==> src/rtl/pipe_stage_reg.sv <==
// Elastic pipeline stage register: control + data payload with valid/ready handshake,
// flush-by-bubble and an optional one-entry skid buffer that registers in_ready.
module pipe_stage_reg #(
    parameter int unsigned CTRL_W = 3,
    parameter int unsigned DATA_W = 69,
    parameter bit          SKID   = 1'b1
) (
    input  logic              CLK,
    input  logic              RST,
    input  logic              flush,
    input  logic              in_valid,
    output logic              in_ready,
    input  logic [CTRL_W-1:0] in_ctrl,
    input  logic [DATA_W-1:0] in_data,
    output logic              out_valid,
    input  logic              out_ready,
    output logic [CTRL_W-1:0] out_ctrl,
    output logic [DATA_W-1:0] out_data,
    output logic [1:0]        occupancy
);

    typedef enum logic [1:0] {StEmpty, StOne, StTwo} state_e;

    state_e            state_q, state_d;
    logic [CTRL_W-1:0] main_ctrl_q, main_ctrl_d;
    logic [DATA_W-1:0] main_data_q, main_data_d;
    logic [CTRL_W-1:0] skid_ctrl_q, skid_ctrl_d;
    logic [DATA_W-1:0] skid_data_q, skid_data_d;
    logic              in_xfer;
    logic              out_xfer;

    assign out_valid = (state_q != StEmpty);
    assign out_xfer  = out_valid & out_ready;
    assign in_xfer   = in_valid & in_ready & ~flush & ~RST;
    assign out_ctrl  = main_ctrl_q & {CTRL_W{out_valid}};
    assign out_data  = main_data_q;

    always_comb begin
        occupancy = 2'd0;
        unique case (state_q)
            StOne:   occupancy = 2'd1;
            StTwo:   occupancy = 2'd2;
            default: occupancy = 2'd0;
        endcase
    end

    always_comb begin
        state_d     = state_q;
        main_ctrl_d = main_ctrl_q;
        main_data_d = main_data_q;
        skid_ctrl_d = skid_ctrl_q;
        skid_data_d = skid_data_q;
        if (flush) begin
            // Invalid slots keep an all-zero control field so no write enable can leak.
            state_d     = StEmpty;
            main_ctrl_d = '0;
            skid_ctrl_d = '0;
        end else begin
            unique case (state_q)
                StEmpty: begin
                    if (in_xfer) begin
                        state_d     = StOne;
                        main_ctrl_d = in_ctrl;
                        main_data_d = in_data;
                    end
                end
                StOne: begin
                    if (in_xfer && (out_xfer || !SKID)) begin
                        main_ctrl_d = in_ctrl;
                        main_data_d = in_data;
                    end else if (in_xfer) begin
                        state_d     = StTwo;
                        skid_ctrl_d = in_ctrl;
                        skid_data_d = in_data;
                    end else if (out_xfer) begin
                        state_d     = StEmpty;
                        main_ctrl_d = '0;
                    end
                end
                StTwo: begin
                    if (out_xfer) begin
                        state_d     = StOne;
                        main_ctrl_d = skid_ctrl_q;
                        main_data_d = skid_data_q;
                        skid_ctrl_d = '0;
                    end
                end
                default: begin
                    state_d     = StEmpty;
                    main_ctrl_d = '0;
                    skid_ctrl_d = '0;
                end
            endcase
        end
    end

    always_ff @(posedge CLK) begin
        if (RST) begin
            state_q     <= StEmpty;
            main_ctrl_q <= '0;
            main_data_q <= '0;
            skid_ctrl_q <= '0;
            skid_data_q <= '0;
        end else begin
            state_q     <= state_d;
            main_ctrl_q <= main_ctrl_d;
            main_data_q <= main_data_d;
            skid_ctrl_q <= skid_ctrl_d;
            skid_data_q <= skid_data_d;
        end
    end

    if (SKID) begin : g_skid_ready
        // Registered ready: accept unless the stage will be full after this edge.
        logic in_ready_q;
        always_ff @(posedge CLK) begin
            if (RST) begin
                in_ready_q <= 1'b1;
            end else begin
                in_ready_q <= (state_d != StTwo);
            end
        end
        assign in_ready = in_ready_q;
    end else begin : g_comb_ready
        assign in_ready = ~out_valid | out_ready;
    end

endmodule

==> config.mk <==
export PLATFORM = sky130hd
export DESIGN_NAME = pipe_stage_reg
export DESIGN_NICKNAME = d
export VERILOG_FILES = /design/src/rtl/pipe_stage_reg.sv
export SDC_FILE = /design/constraint.sdc
export NUM_CORES = 1
export LEC_CHECK = 0
export ABC_CLOCK_PERIOD_IN_PS = 2200
export BUFFER_PORTS_ARGS = -buffer_cell sky130_fd_sc_hd__clkbuf_2
export CAP_MARGIN = 20
export CELL_PAD_IN_SITES_DETAIL_PLACEMENT = 1
export CELL_PAD_IN_SITES_GLOBAL_PLACEMENT = 1
export CORE_MARGIN = 1
export CORE_UTILIZATION = 39
export DETAILED_ROUTE_END_ITERATION = 10
export HOLD_SLACK_MARGIN = 0.15
export PLACE_DENSITY_LB_ADDON = 0.1
export SLEW_MARGIN = 10
export SYNTH_ARGS = -nofsm -noshare
export SYNTH_HDL_FRONTEND = slang
export SYNTH_SLANG_ARGS = --single-unit
==> constraint.sdc <==
create_clock -name CLK -period 2.2 [get_ports CLK]
set_input_delay 0.44 -clock CLK [delete_from_list [all_inputs] [get_ports CLK]]
set_output_delay 0.44 -clock CLK [all_outputs]
set_load 0.05 [all_outputs]
# == Word-level counts from Yosys, hierarchy flattened ==
# Index checks and enable logic that the tools add are counted.
# W data, S select, Z words.
# word_totals
register_bits,147
latchBits,0
mem_bits_rw,0
romBits,0
in_bits,77
out_inout_bits,76
wordCells,54
mem_count,0
# classes
addsub,0
multipliers,0
n_div,0
order_cmp,0
eq_ne,10
n_shift,0
mux,20
bitwise_logic,9
n_reduce_logical,9
# op_table
cell,n
$mux W69,3
$pmux W69 S3,1
$mux W3,6
$pmux W3 S3,2
$mux W2,6
$ne A2 B2 Y1 const B,6
$reduce_and A4 Y1,3
$ne A3 B3 Y1 const B,2
$pmux W2 S3,1
$reduce_and A5 Y1,1
$and A1 B1 Y1,4
$not A1 Y1,4
$pmux W2 S2,1
$and A3 B3 Y3,1
$reduce_bool A3 Y1,1
$eq A2 B1 Y1 const B,1
$eq A2 B2 Y1 const B,1
$logic_not A2 Y1,1
$reduce_bool A2 Y1,1
$reduce_or A2 Y1,1
$logic_and A1 B1 Y1,1

# == Longest topological paths before layout ==
# Gate-level depths: netlist of run 1.
# depth
word_depth,8
ltp_mapped,9
ltp_nobuf,5

# == Least setup slack after synthesis of run 1 ==
# Ideal clock, no wire load.
# synth_path
path_kind,register -> register
start,"reg g_skid_ready.in_ready_q, in the netlist in_ready"
end,"reg main_data_q[10], in the netlist out_data[10]"
setup_ns,0.145
arrival_time_ns,1.772
required_time_ns,2.055
path_slack_ns,0.283
path_stages_with_launch,9
path_buffers,4
synth_period_minus_slack_ns,1.917
path_cell_list,dfxtp_1 nand4bb_1 buf_4 o32ai_2 or2_1 buf_2 buf_4 buf_6 a211oi_2
# synth_between
elab_chain_len,6
word_cells_on_any_way,7
cone_classes,2 x eq/ne; 3 x bitwise; 2 x reduce/logical
# synth_lines
element,line_no,source
"start, declared",115,logic in_ready_q;
"start signal, assigned",120,in_ready_q <= (state_d != StTwo);
$and A1 B1 Y1 (*) (3 in series),34,assign in_xfer = in_valid & in_ready & ~flush & ~RST;
$logic_and A1 B1 Y1,68,if (in_xfer && (out_xfer || !SKID)) begin
$ne A2 B2 Y1 (no line),-,
$reduce_and A5 Y1 (no line) (*),-,
"end signal, assigned",107,main_data_q <= main_data_d;
"end, declared",26,"logic [DATA_W-1:0] main_data_q, main_data_d;"
# Every way passes the cells marked *; elsewhere a longest branch is shown, timed or not.
# A chain may end at the register's enable or synchronous reset.

# == Worst setup path in the final report of run 1 ==
# layout_path
start,reg state_q[1]
end,out out_ctrl[0]
# layout_between
elab_chain_len,2
# layout_lines
element,line_no,source
"start, declared",24,"state_e state_q, state_d;"
"start signal, assigned",99,state_q <= StEmpty;
"start signal, assigned",105,state_q <= state_d;
$reduce_bool A2 Y1,32,assign out_valid = (state_q != StEmpty);
$and A3 B3 Y3,35,assign out_ctrl = main_ctrl_q & {CTRL_W{out_valid}};
"end, declared",17,"output logic [CTRL_W-1:0] out_ctrl,"
# No other way between the ends.

==> results of run 1 <==
==> sequential cells by signal, indices dropped and copies added (netlist names) <==
name,flops
in_ready,1
main_ctrl_q,3
out_data,69
skid_ctrl_q,3
skid_data_q,69
state_q,2
==> per-layer routing <==
metal	global-route usage (%)	up-vias
met1	27.2	2673
met2	40.6	109
met4	7.28	0
met3	4.51	16
li1	-	2635
met5	0	-
==> worst reg2reg max path: cells and delay by family, from the launching register on <==
kind                   cells  cell delay (ps)
buffers and inverters      2              570
and+or+nand+nor            2              370
AOI/OAI and AO/OA          2              390
DFF                        1              390
==> final cells by class <==
class / count / area share, %
sequential: 147 / 39.1
inverter: 3 / 0.150
clock inverter: 9 / 0.748
clock buffer: 22 / 6.43
tap: 188 / 3.12
multi-input combinational: 465 / 37.5
timing repair buffer: 168 / 13.0
==> logic make-up (layout without fill, tap and decap cells) <==
logic type / after synthesis / after routing
AO/OA/AOI/OAI: 153 / 153
AND/OR/NAND/NOR: 241 / 241
adder cells (fa/ha/maj): 1 / 1
buffers and inverters: 68 / 202
flip-flops: 147 / 147
multiplexers: 70 / 70
==> layout by cell type, fill, tap and decap left out, types with 4 or more instances in the layout <==
cell type,count
mux2i_1,70
clkbuf_16,17
dfxtp_1,146
clkbuf_8,4
clkbuf_2,151
buf_12,6
nor3_1,69
buf_4,10
clkinv_2,5
a211oi_2,10
nor2_1,4
a21oi_1,71
nand3_1,8
nand2_1,146
a211oi_1,60
==> report_power, final <==
part | total, mW | switching (mW) | internal [mW]
sequential | 2.82 | 0.0567 | 2.76
clock | 2.64 | 1.10 | 1.54
combinational | 0.859 | 0.612 | 0.248
==> Yosys cell counts <==
library cell and number:
a211o_1 1, a211oi_1 60, a211oi_2 10, a21oi_1 71, a22oi_1 2, a31oi_1 3, and2_1 3, and2b_1 1
and3_1 1, and4bb_2 1, buf_2 33, buf_4 5, buf_6 1, clkbuf_1 26, clkinv_1 1, dfxtp_1 147
inv_2 2, maj3_1 1, mux2i_1 70, nand2_1 146, nand2b_1 1, nand3_1 9, nand4b_1 2, nand4bb_1 1
nor2_1 4, nor3_1 69, nor3_4 1, o21a_1 1, o21ai_0 2, o22a_1 1, o22ai_1 1, o32ai_2 1
or2_1 1, or2_2 1
==> metrics by stage <==
step / instances / util [%]
6_report: 1002 / 49.5
5_1_grt: 1002 / 49.5
4_1_cts: 1001 / 49.3
3_5_place_dp: 970 / 45.8
3_3_place_gp: 970 / 45.8
2_1_floorplan: 680 / -
==> timing repair <==
item / 4_1_cts / 5_1_grt
endpoints found under the hold margin: 0 / 0
setup buffers: 0 / 0
endpoints found under the setup margin: 3 / 0
hold buffers: 0 / 0
gates resized for setup: 1 / 0
==> path summary, 6_finish.rpt <==
path	end	startpoint	slack, ps
min	skid_data_q[60]	in_data[60]	260
max reg2reg	out_data[61]	state_q[1]	380
min reg2reg	skid_data_q[53]	skid_data_q[53]	450
max	out_ctrl[0]	state_q[1]	140
==> results.sh, run 1 <==
export IMPL_outcome="finished clean"
export IMPL_start_util_pct=39.9
export IMPL_cts_tree="built"
export IMPL_cts_sinks=147
export IMPL_fillers=1812
export IMPL_powerDensity_nw_per_um2=839
export IMPL_htree_levels=4
export IMPL_fin_setup_tns_ps=0
export IMPL_ir_drop_mv=0.581
export IMPL_placed_area_sq_um=6960
export IMPL_area_growth_synth_to_final_pct=24.2
export IMPL_drcViolationCount=0
export IMPL_drive_gt1_share_pct=26.9
export IMPL_cp_num_cells=4
export IMPL_synthXorXnorAreaFrac_pct=0
export IMPL_grt_pass1_vias=5671
export IMPL_cpMaxStageDelayCell="dfxtp_2"
export IMPL_wl_met3_um=606
export IMPL_finalClockSkew_ps=7.09
export IMPL_synthSimpleGateAreaFrac_pct=17.5
export IMPL_multiInputGateArea_sq_um=2820
export IMPL_finalMaxSlewViolations=0
export IMPL_synthAdderAreaFrac_pct=0.165
export IMPL_fmax_ghz=0.485
export IMPL_fin_nets=879
export IMPL_synth_top_family_by_area="simple AND/OR/NAND/NOR gates"
export IMPL_crit_fanout=11
export IMPL_yosysTopAreaCellShare_pct=48.6
export IMPL_maxCapViolations=0
export IMPL_stdcell_area_sq_um=7530
export IMPL_grt_antenna_before_repair=0
export IMPL_place_gp_congestion=0.761
export IMPL_grt_max_degree=107
export IMPL_startpoint_type="flop"
export IMPL_grtUsageTotal_pct=22.7
export IMPL_drt_vias_per_instance=5.42
export IMPL_fin_crit_sh_pct=93.7
export IMPL_cts_buffers=17
export IMPL_max_slew_margin_rel_pct=71.0
export IMPL_synth_fp_nets=757
export IMPL_drt_met1_wl_mm=7.84
export IMPL_holdCritPathClass="in -> reg"
export IMPL_vias=5433
export IMPL_crit_chain="nor2_1 > inv_2 > and2_1 > clkbuf_2"
export IMPL_diodes=0
export IMPL_die_h_um=127
export IMPL_worstPathArrival_ps=1620
export IMPL_core_sq_um=15200
export IMPL_rsz0062_at_grt="no"
export IMPL_required_ps=1760
export IMPL_grt_overflow=0
export IMPL_yosys_warnings=0
export IMPL_critPathKind="reg -> out"
export IMPL_slowest_delay_ps=390
export IMPL_period_needed_ps=2060
export IMPL_hold_viol_final=0
export IMPL_crit_buf_inv=2
export IMPL_end_kind="primary output"
export IMPL_whs_path_depth=3
export IMPL_yosys_mux_area_fraction_pct=11.6
export IMPL_ys_types=34
export IMPL_routedWlPerCell_um=17.4
export IMPL_dieArea_sq_um=16000
export IMPL_clock_path_buffers=2
export IMPL_postRouteWirelength_mm=17.4
export IMPL_drt_iter0_markers=236
export IMPL_ant_nets=0
export IMPL_synth_top_cells_by_area="dfxtp_1 (49%), mux2i_1 (12%), nand2_1 (9.0%)"
export IMPL_ys_ff_latch=147
export IMPL_register_area_sq_um=2940
export IMPL_p_total_mw=6.32
export IMPL_path_delay_family="simple AND/OR/NAND/NOR gates"
export IMPL_tightest_slew_ps=435
export IMPL_ys_seq_area_share_pct=48.6
export IMPL_netlist_area_sq_um=6060
export IMPL_synth_compound_area_share_pct=16.9
export IMPL_holdWs_ps=257
export IMPL_cts_root_buf="clkbuf_16"
export IMPL_yosys_area_top_type="dfxtp_1"
export IMPL_fp_dieW_um=127
export IMPL_dp_hpwl_mm=11.2
export IMPL_rows=45
export IMPL_postLayoutSetupSlackWorst_ps=139
export IMPL_drtPass1Iterations=4
export IMPL_power_leakage_nw=3.34
export IMPL_finalSetupViolations=0
export IMPL_syn_inst=680
export IMPL_place_ws_ps=178
export IMPL_dr_max_layer_used="met4"
export IMPL_wl_met2_mm=8.76
export IMPL_rr_worst_depth=6
export IMPL_clkLatencyLatePin_ps=420
export IMPL_port_buffers=152
export IMPL_io_pins=153
export IMPL_grt_pass1_wl_mm=28.6
export IMPL_synth_area_per_cell_sq_um=8.91
export IMPL_cts_clk_slew_worst_paths_ps=60
Note: power is estimated with default switching activity, not from simulation.
==> run 2: changes to the inputs <==
Settings changed: CTS_CLUSTER_SIZE set to 30, PLACE_DENSITY set to 0.88, PLACE_DENSITY_LB_ADDON 0.1 to not set.
==> results.sh, run 2 (synthesis gave the netlist of run 1 again) <==
export IMPL_outcome="finished clean"
export IMPL_finalClockSkew_ps=8.08
export IMPL_cts_clk_slew_worst_paths_ps=60
export IMPL_postLayoutSetupSlackWorst_ps=136
export IMPL_cpMaxStageDelayCell="dfxtp_2"
export IMPL_layout_common_cells="clkbuf_2 (151), nand2_1 (146), dfxtp_1 (146)"
export IMPL_slowest_delay_ps=370
export IMPL_grt_antenna_before_repair=0
export IMPL_drive_gt1_share_pct=26.8
export IMPL_dieArea_sq_um=16000
export IMPL_cts_tree="built"
export IMPL_final_common_cell="clkbuf_2"
export IMPL_hold_buffers=0
export IMPL_clkLatencyLatePin_ps=420
export IMPL_grt_overflow=0
export IMPL_power_leakage_nw=3.36
export IMPL_use_met1_pct=26.3
export IMPL_placed_area_sq_um=6940
export IMPL_netSwitchingPower_mw=1.81
export IMPL_finalMaxSlewViolations=0
export IMPL_holdCritPathClass="in -> reg"
export IMPL_drt_vias_per_instance=5.48
export IMPL_startpoint_type="flop"
export IMPL_finalSetupViolations=0
export IMPL_core_sq_um=15200
export IMPL_start_util_pct=39.9
export IMPL_fin_crit_sh_pct=93.8
export IMPL_use_met3_pct=5.95
export IMPL_place_gp_congestion=0.809
export IMPL_critPathKind="reg -> out"
export IMPL_routedWlPerCell_um=17.2
export IMPL_place_ws_ps=115
export IMPL_fin_nets=878
export IMPL_drt_iter0_markers=240
export IMPL_diodes=0
export IMPL_drcViolationCount=0
export IMPL_postRouteWirelength_mm=17.3
export IMPL_die_h_um=127
export IMPL_busiest_layer="met2"
export IMPL_fmax_ghz=0.485
export IMPL_ir_drop_mv=0.534
export IMPL_port_buffers=152
export IMPL_p_total_mw=6.98
export IMPL_p_seq_share_pct=40.3
export IMPL_cts_sinks=147
export IMPL_required_ps=1760
export IMPL_grtUsageTotal_pct=22.8
export IMPL_rows=45
export IMPL_fp_dieW_um=127
export IMPL_clock_path_buffers=2
export IMPL_pwr_share_clk_pct=47.5
export IMPL_crit_chain="nor2_1 > inv_2 > and2_1 > clkbuf_2"
export IMPL_holdWs_ps=256
export IMPL_grt_pass1_wl_mm=28.9
export IMPL_cts_buffers=17
export IMPL_grt_util_met2_pct=39.5
export IMPL_rsz0062_at_grt="no"
export IMPL_hold_viol_final=0
export IMPL_tightest_slew_ps=750
export IMPL_sw_frac_of_total_pct=26.0
export IMPL_worstPathArrival_ps=1620
export IMPL_dp_hpwl_mm=10.7
export IMPL_htree_levels=4
export IMPL_fin_setup_tns_ps=0
export IMPL_end_kind="primary output"
export IMPL_crit_fanout=9
export IMPL_maxCapViolations=0
export IMPL_comb_power_share_pct=12.2
export IMPL_grt_max_degree=139
export IMPL_max_slew_margin_rel_pct=50.0
export IMPL_ant_nets=0
export IMPL_vias=5491
export IMPL_stdcell_area_sq_um=7610
export IMPL_drtPass1Iterations=4
export IMPL_area_growth_synth_to_final_pct=25.6
export IMPL_cts_root_buf="clkbuf_16"
export IMPL_powerDensity_nw_per_um2=917
export IMPL_period_needed_ps=2060
export IMPL_internal_power_mw=5.16
export IMPL_io_pins=153
export IMPL_grt_pass1_vias=5784
==> run 2: through the flow <==
step | cells | utilization [%]
finish | 1002 | 50.1
global placement | 970 | 45.6
global route | 1002 | 50.1
CTS | 1002 | 50.1
floorplan | 680 | -
detailed placement | 970 | 45.6
==> run 2: metal layers <==
metal	wire, um	vias up
met2	8590	117
met3	799	34
li1	-	2641
met5	0	-
met4	488	0
met1	7400	2699
==> run 2: cell type report <==
cell class              instances  area [sq um]
fillers                      1782          7590
flip-flops and latches        147          2940
multi-input cells             465          2820
repair buffers                167           926
clock buffers                  20           447
well taps                     188           235
clock inverters                12           228
inverters                       3          11.3
==> run 2: critical path, delay by kind of cell (launching register included) <==
kind | cells | cell delay [ps]
DFF | 1 | 370
and+or+nand+nor | 2 | 450
buffers and inverters | 2 | 380
==> run 2: path summary, 6_finish.rpt <==
kind,startpoint,end,slack [ps],cells after the start
min,in_data[58],skid_data_q[58],260,3
max reg2reg,state_q[1],out_data[51],380,6
max,state_q[1],out_ctrl[1],140,4
min reg2reg,skid_data_q[15],skid_data_q[15],450,2
==> run 2: power groups by stage <==
stage | clock network, mW | logic, mW | registers, mW
after global placement | 0 | 0.833 | 2.87
after global routing | 3.50 | 0.910 | 2.82
after floorplan | 0 | 0.288 | 3.18
after detailed placement | 0 | 0.851 | 2.87
final | 3.31 | 0.850 | 2.81
after CTS | 3.37 | 0.857 | 2.82
==> run 2: repair_timing <==
item / CTS / global route
gates resized for setup: 0 / 1
setup buffers: 0 / 0
setup endpoints to repair: 0 / 2
